<file path="src/rtl/mmcm_lock_supervisor.sv">
// mmcm_lock_supervisor
//   Sequences the board MMCM from the free-running input clock. It pulses the
//   MMCM reset and watches LOCKED through a 2-FF synchroniser. It debounces the
//   lock, times out and retries, and finally releases the system reset. It
//   faults after too many failed attempts.
//
// Ports
//   clk_in           free-running input clock (sole clock)
//   reset            async active-high reset
//   mmcm_locked      MMCM LOCKED, asynchronous to clk_in
//   clear_fault      sync pulse: leaves FAULT, clears lock_lost_sticky
//   mmcm_reset       to MMCM RST, active high
//   sys_rst          active-high system reset for MMCM-clocked logic
//   clocks_ok        high only in RUN
//   lock_lost_sticky set when lock is lost while in RUN
//   retry_count      timeout retries since last RUN entry or fault clear
//   fault            high in FAULT
//
// state       | meaning
// ------------+---------------------------------------------------------
// RESET_MMCM  | hold MMCM in reset for RST_PULSE_CYCLES
// WAIT_LOCK   | MMCM running, waiting for lock, timeout -> retry/fault
// STABILIZE   | lock seen, require LOCK_STABLE_CYCLES of continuous lock
// RELEASE_DLY | lock stable, hold sys_rst a further RELEASE_DELAY_CYCLES
// RUN         | clocks good, system out of reset
// FAULT       | retries exhausted, MMCM held in reset until clear_fault

module mmcm_lock_supervisor #(
  parameter int RST_PULSE_CYCLES     = 16,
  parameter int LOCK_TIMEOUT_CYCLES  = 100000,
  parameter int LOCK_STABLE_CYCLES   = 1024,
  parameter int RELEASE_DELAY_CYCLES = 64,
  parameter int MAX_RETRIES          = 15,
  parameter int CNT_WIDTH            = 20
) (
  input  logic       clk_in,
  input  logic       reset,
  input  logic       mmcm_locked,
  input  logic       clear_fault,
  output logic       mmcm_reset,
  output logic       sys_rst,
  output logic       clocks_ok,
  output logic       lock_lost_sticky,
  output logic [3:0] retry_count,
  output logic       fault
);

  typedef enum logic [2:0] {
    RESET_MMCM,
    WAIT_LOCK,
    STABILIZE,
    RELEASE_DLY,
    RUN,
    FAULT
  } state_t;

  localparam logic [CNT_WIDTH-1:0] RST_LAST     = CNT_WIDTH'(RST_PULSE_CYCLES - 1);
  localparam logic [CNT_WIDTH-1:0] TIMEOUT_LAST = CNT_WIDTH'(LOCK_TIMEOUT_CYCLES - 1);
  localparam logic [CNT_WIDTH-1:0] STABLE_LAST  = CNT_WIDTH'(LOCK_STABLE_CYCLES - 1);
  localparam logic [CNT_WIDTH-1:0] RELEASE_LAST = CNT_WIDTH'(RELEASE_DELAY_CYCLES - 1);
  localparam logic [3:0]           RETRY_MAX    = 4'(MAX_RETRIES);

  state_t               state;
  logic [CNT_WIDTH-1:0] counter;
  logic                 locked_meta;
  logic                 locked_s;

  always_ff @(posedge clk_in or posedge reset) begin
    if (reset) begin
      locked_meta <= 1'b0;
      locked_s    <= 1'b0;
    end else begin
      locked_meta <= mmcm_locked;
      locked_s    <= locked_meta;
    end
  end

  // Outputs are updated together with the state transition that changes them,
  // so every output is a registered copy of what the new state implies.
  always_ff @(posedge clk_in or posedge reset) begin
    if (reset) begin
      state            <= RESET_MMCM;
      counter          <= '0;
      mmcm_reset       <= 1'b1;
      sys_rst          <= 1'b1;
      clocks_ok        <= 1'b0;
      fault            <= 1'b0;
      lock_lost_sticky <= 1'b0;
      retry_count      <= 4'd0;
    end else begin
      // A lock-loss set further down overrides this clear in the same cycle.
      if (clear_fault) lock_lost_sticky <= 1'b0;

      case (state)
        RESET_MMCM: begin
          if (counter == RST_LAST) begin
            state      <= WAIT_LOCK;
            counter    <= '0;
            mmcm_reset <= 1'b0;
          end else begin
            counter <= counter + CNT_WIDTH'(1);
          end
        end

        WAIT_LOCK: begin
          if (locked_s) begin
            state   <= STABILIZE;
            counter <= '0;
          end else if (counter == TIMEOUT_LAST) begin
            counter    <= '0;
            mmcm_reset <= 1'b1;
            if (retry_count == RETRY_MAX) begin
              state <= FAULT;
              fault <= 1'b1;
            end else begin
              state       <= RESET_MMCM;
              retry_count <= retry_count + 4'd1;
            end
          end else begin
            counter <= counter + CNT_WIDTH'(1);
          end
        end

        STABILIZE: begin
          if (!locked_s) begin
            state   <= WAIT_LOCK;
            counter <= '0;
          end else if (counter == STABLE_LAST) begin
            state   <= RELEASE_DLY;
            counter <= '0;
          end else begin
            counter <= counter + CNT_WIDTH'(1);
          end
        end

        RELEASE_DLY: begin
          if (!locked_s) begin
            state   <= WAIT_LOCK;
            counter <= '0;
          end else if (counter == RELEASE_LAST) begin
            state       <= RUN;
            counter     <= '0;
            sys_rst     <= 1'b0;
            clocks_ok   <= 1'b1;
            retry_count <= 4'd0;
          end else begin
            counter <= counter + CNT_WIDTH'(1);
          end
        end

        RUN: begin
          if (!locked_s) begin
            state            <= RESET_MMCM;
            counter          <= '0;
            mmcm_reset       <= 1'b1;
            sys_rst          <= 1'b1;
            clocks_ok        <= 1'b0;
            lock_lost_sticky <= 1'b1;
          end
        end

        FAULT: begin
          if (clear_fault) begin
            state       <= RESET_MMCM;
            counter     <= '0;
            fault       <= 1'b0;
            retry_count <= 4'd0;
          end
        end

        default: begin
          state      <= RESET_MMCM;
          counter    <= '0;
          mmcm_reset <= 1'b1;
          sys_rst    <= 1'b1;
          clocks_ok  <= 1'b0;
          fault      <= 1'b0;
        end
      endcase
    end
  end

endmodule

</file>
<file path="config.mk">
export PLATFORM = sky130hd
export DESIGN_NAME = mmcm_lock_supervisor
export DESIGN_NICKNAME = d
export VERILOG_FILES = /design/src/rtl/mmcm_lock_supervisor.sv
export SDC_FILE = /design/constraint.sdc
export NUM_CORES = 1
export LEC_CHECK = 0
export ABC_AREA = 1
export BUFFER_PORTS_ARGS = -buffer_cell sky130_fd_sc_hd__buf_4
export CORE_UTILIZATION = 50
export CTS_CLUSTER_DIAMETER = 120
export DETAILED_ROUTE_END_ITERATION = 10
export PLACE_DENSITY = 0.67
export SETUP_SLACK_MARGIN = 0.15
export SLEW_MARGIN = 30
export SYNTH_ARGS = -nofsm -noshare
export SYNTH_HDL_FRONTEND = slang
export SYNTH_SLANG_ARGS = --single-unit
</file>
<file path="constraint.sdc">
create_clock -name clk_in -period 1.7 [get_ports clk_in]
set_input_delay 0.34 -clock clk_in [delete_from_list [all_inputs] [get_ports clk_in]]
set_output_delay 0.34 -clock clk_in [all_outputs]
set_load 0.005 [all_outputs]
</file>
==> out/results.tsv <==
stage	metric	value	unit
sta	tns	0	ns
sta	fin_crit_sh	99.9	%
floorplanning	die-area	4890	um2
synth	synthDistinctLibCells	35	
power	seq_power_share	31.8	%
synth	synth_top_area_cell	dfrtp_1	
power	netSwitchingPower	1.38	mW
floorplanning	io_pins	13	
synth	syn_inst	335	
cts	htreeDepth	2	
cts	path_clk_slew	0.07	ns
route	wl_met3	377	um
layout	stdcell_area	3100	um2
cts	cts.sinks	34	
floorplanning	initial_utilization	52.6	%
floorplanning	core_region_area	4380	um2
cts	root_buffer	clkbuf_8	
power	combPwrFrac	49.9	%
setup_path	cpMaxStageDelayCell	dfrtp_1	
cts	cts_inserted_buffers	5	
global_routing	first_global_vias	2176	
job	maxCapViolCount	0	
layout	antennaDiodeCount	0	
floorplanning	die_h	69.9	um
sta	maxSlewViolCount	0	
sta	fin_skew	0.00349	ns
power	p_sw_share	40.2	%
sta	relSlewSlack	71.0	%
hold_path	hold_class	in2async	
layout	nets	401	
route	via_per_inst	5.34	
status	status	finished clean	
placed_design	port_buffers	12	
setup_path	path_max_fanout	8	
route	antenna_left	0	
power	peakVddDrop	0.722	mV
route	top_layer	met4	
cts	cts_tree	yes	
setup_path	cp_cell_sequence	nand2_1 -> inv_1 -> nand2_1 -> nor2_1 -> nand3_2 -> nand2_1 -> nand2_4 -> nor2_4 -> nand2_4 -> clkinv_4 -> nor2_2	
route	drc	0	
setup_path	critical_path_class	reg2reg	
cts	clk_path_buf_depth	2	
route	wl	6290	um
sta	min_period	1.70	ns
global_routing	grt-ovfl-total	0	
synth	synth_seq_cells	34	
layout	syn2layout_area_growth	34.3	%
synth	syn_avg_cell_area	6.88	um2
sta	tightest_slew	0.435	ns
power	p_per_area	1110	nW/um2
route	wire_per_inst	14.0	um
setup_path	crit_top_cell	nand2_1	
global_routing	grt_usage	26.4	%
power	power_leakage	1.54	nW
setup_path	cp.required	1.88	ns
global_routing	grt_pass1_wl	10200	um
layout	finalNonFillerCells	448	
layout	fill_cells	361	
sta	setup_viol	0	
route	drt-pass1-iter-count	5	
synth	synth_area_leaders	dfrtp_1, nand2_1, nor2_1, inv_1, nand3_1	
setup_path	cp.arrival	1.88	ns
sta	fmax	0.589	GHz
power	power_frac_clock	18.3	%
placed_design	dp.cells	428	
power	p_int	2.06	mW
route	vias	2392	
layout	post-route-util	70.7	%
route	met1_length	2990	um
synth	yosysWarnings	0	
placed_design	gp_congestion	0.913	
synth	ys_top_cells_by_count	nand2_1, nor2_1, inv_1	
setup_path	cp-end-kind	register	
sta	rsz0062_at_grt	true	
setup_path	worst_setup_path_start_kind	register	
route	dr_wl_met2	2810	um
synth	synthArstFlopShare	100	%
global_routing	grt_max_degree	35	
placed_design	hpwlAfterDp	4550	um
placed_design	postPlaceCellArea	2690	um2
synth	yosysSeqAreaShare	37.0	%
sta	hold_slack	0.136	ns
route	drt_iter0_markers	146	
floorplanning	die_w	69.9	um
cts	hold_buffers	0	
sta	finalHoldViolCount	0	
synth	synth_most_common_cell	nand2_1	
synth	synth_top_area_share	34.7	%
synth	synth_area	2310	um2
synth	synth_flop_cell	dfrtp_1	
setup_path	cpPeakStageDelay	0.43	ns
floorplanning	row_count	24	
synth	synth_nets	341	
cts	insertion_delay	0.29	ns
synth	synth-edff-count	0	
global_routing	antenna_found_initial	0	
layout	drive_gt1_share	35.6	%
-- cell usage in the layout, fill, tap and decap left out, types with 6 or more instances in the layout --
cell,n
nor2_4,11
buf_6,7
inv_1,42
nand2_2,15
xor2_1,6
nand3_2,8
nand3_1,23
o21ai_0,11
nand2_1,78
clkbuf_8,6
dfrtp_1,27
nor2_2,11
buf_4,50
nor2_1,34
nand4_1,11
nand2_4,6
-- registers in the layout (all words and copies together) (netlist names) --
name and flops:
counter 20, retry_count 4, state 3, clocks_ok 1, fault 1, lock_lost_sticky 1, locked_meta 1, locked_s 1
mmcm_reset 1, sys_rst 1
-- metal layers --
| metal | up-vias | global-route usage (%) |
|---|---|---|
| met5 | - | 0 |
| li1 | 1185 | - |
| met4 | 0 | 7.11 |
| met1 | 1114 | 39.9 |
| met2 | 83 | 38.7 |
| met3 | 10 | 4.76 |
-- kinds of logic after synthesis --
family	after synthesis	share of synthesized area, %
AOI/OAI and AO/OA	29	7.71
xor gates and xnor gates	8	3.04
adders and majority gates	2	1.09
buffers and inverters	53	9.71
DFF	34	37.0
and+or+nand+nor	209	41.5
-- power by group through the flow --
stage               clock [mW]  sequential, mW  combinational (mW)
floorplan                    0            1.11               0.818
global placement             0            1.09                1.40
detailed placement           0            1.09                1.39
CTS                      0.645            1.08                1.50
global route             0.670            1.11                1.88
finish                   0.630            1.09                1.72
-- repair_timing --
item,CTS,global route
gates cloned,1,0
resized for setup,16,60
setup buffers,3,8
endpoints found under the setup margin,28,31
pin swaps,6,19
-- worst max-delay path: cells and delay by family (launching register included) --
kind                   cells  cell delay (ns)
AND/OR/NAND/NOR            9             0.85
flip-flops                 1             0.43
buffers and inverters      2             0.30
-- through the flow --
stage | power, mW | setup WS (ns)
floorplan | 1.93 | 0.119
global placement | 2.49 | 0.0441
detailed placement | 2.49 | 0.0197
CTS | 3.23 | 0.0472
global route | 3.67 | -0.110
finish | 3.44 | 0.00172
-- final timing paths --
kind / startpoint / endpoint / slack, ns / cells past startpoint
setup / recovery: counter[9] / counter[7] / 0.002 / 11
hold / removal: reset / counter[14] / 0.14 / 3
setup reg to reg: counter[9] / counter[7] / 0.002 / 11
hold reg to reg: locked_meta / locked_s / 0.35 / 0
max in group asynchronous: reset / mmcm_reset / 1.22 / 3
min in group clk_in: mmcm_locked / locked_meta / 0.16 / 1
-- area by class of cell --
| cell class | count | area [um2] | share of cell area, % |
|---|---|---|---|
| clock buffer | 7 | 86.3 | 2.79 |
| clock inverter | 1 | 5.00 | 0.162 |
| inverter | 48 | 188 | 6.06 |
| timing repair buffer | 57 | 454 | 14.7 |
| timing repair inverter | 1 | 6.26 | 0.202 |
| sequential | 34 | 860 | 27.7 |
| multi-input combinational | 248 | 1430 | 46.3 |
| tap | 52 | 65.1 | 2.10 |
Power figures use the tool's default switching activity.
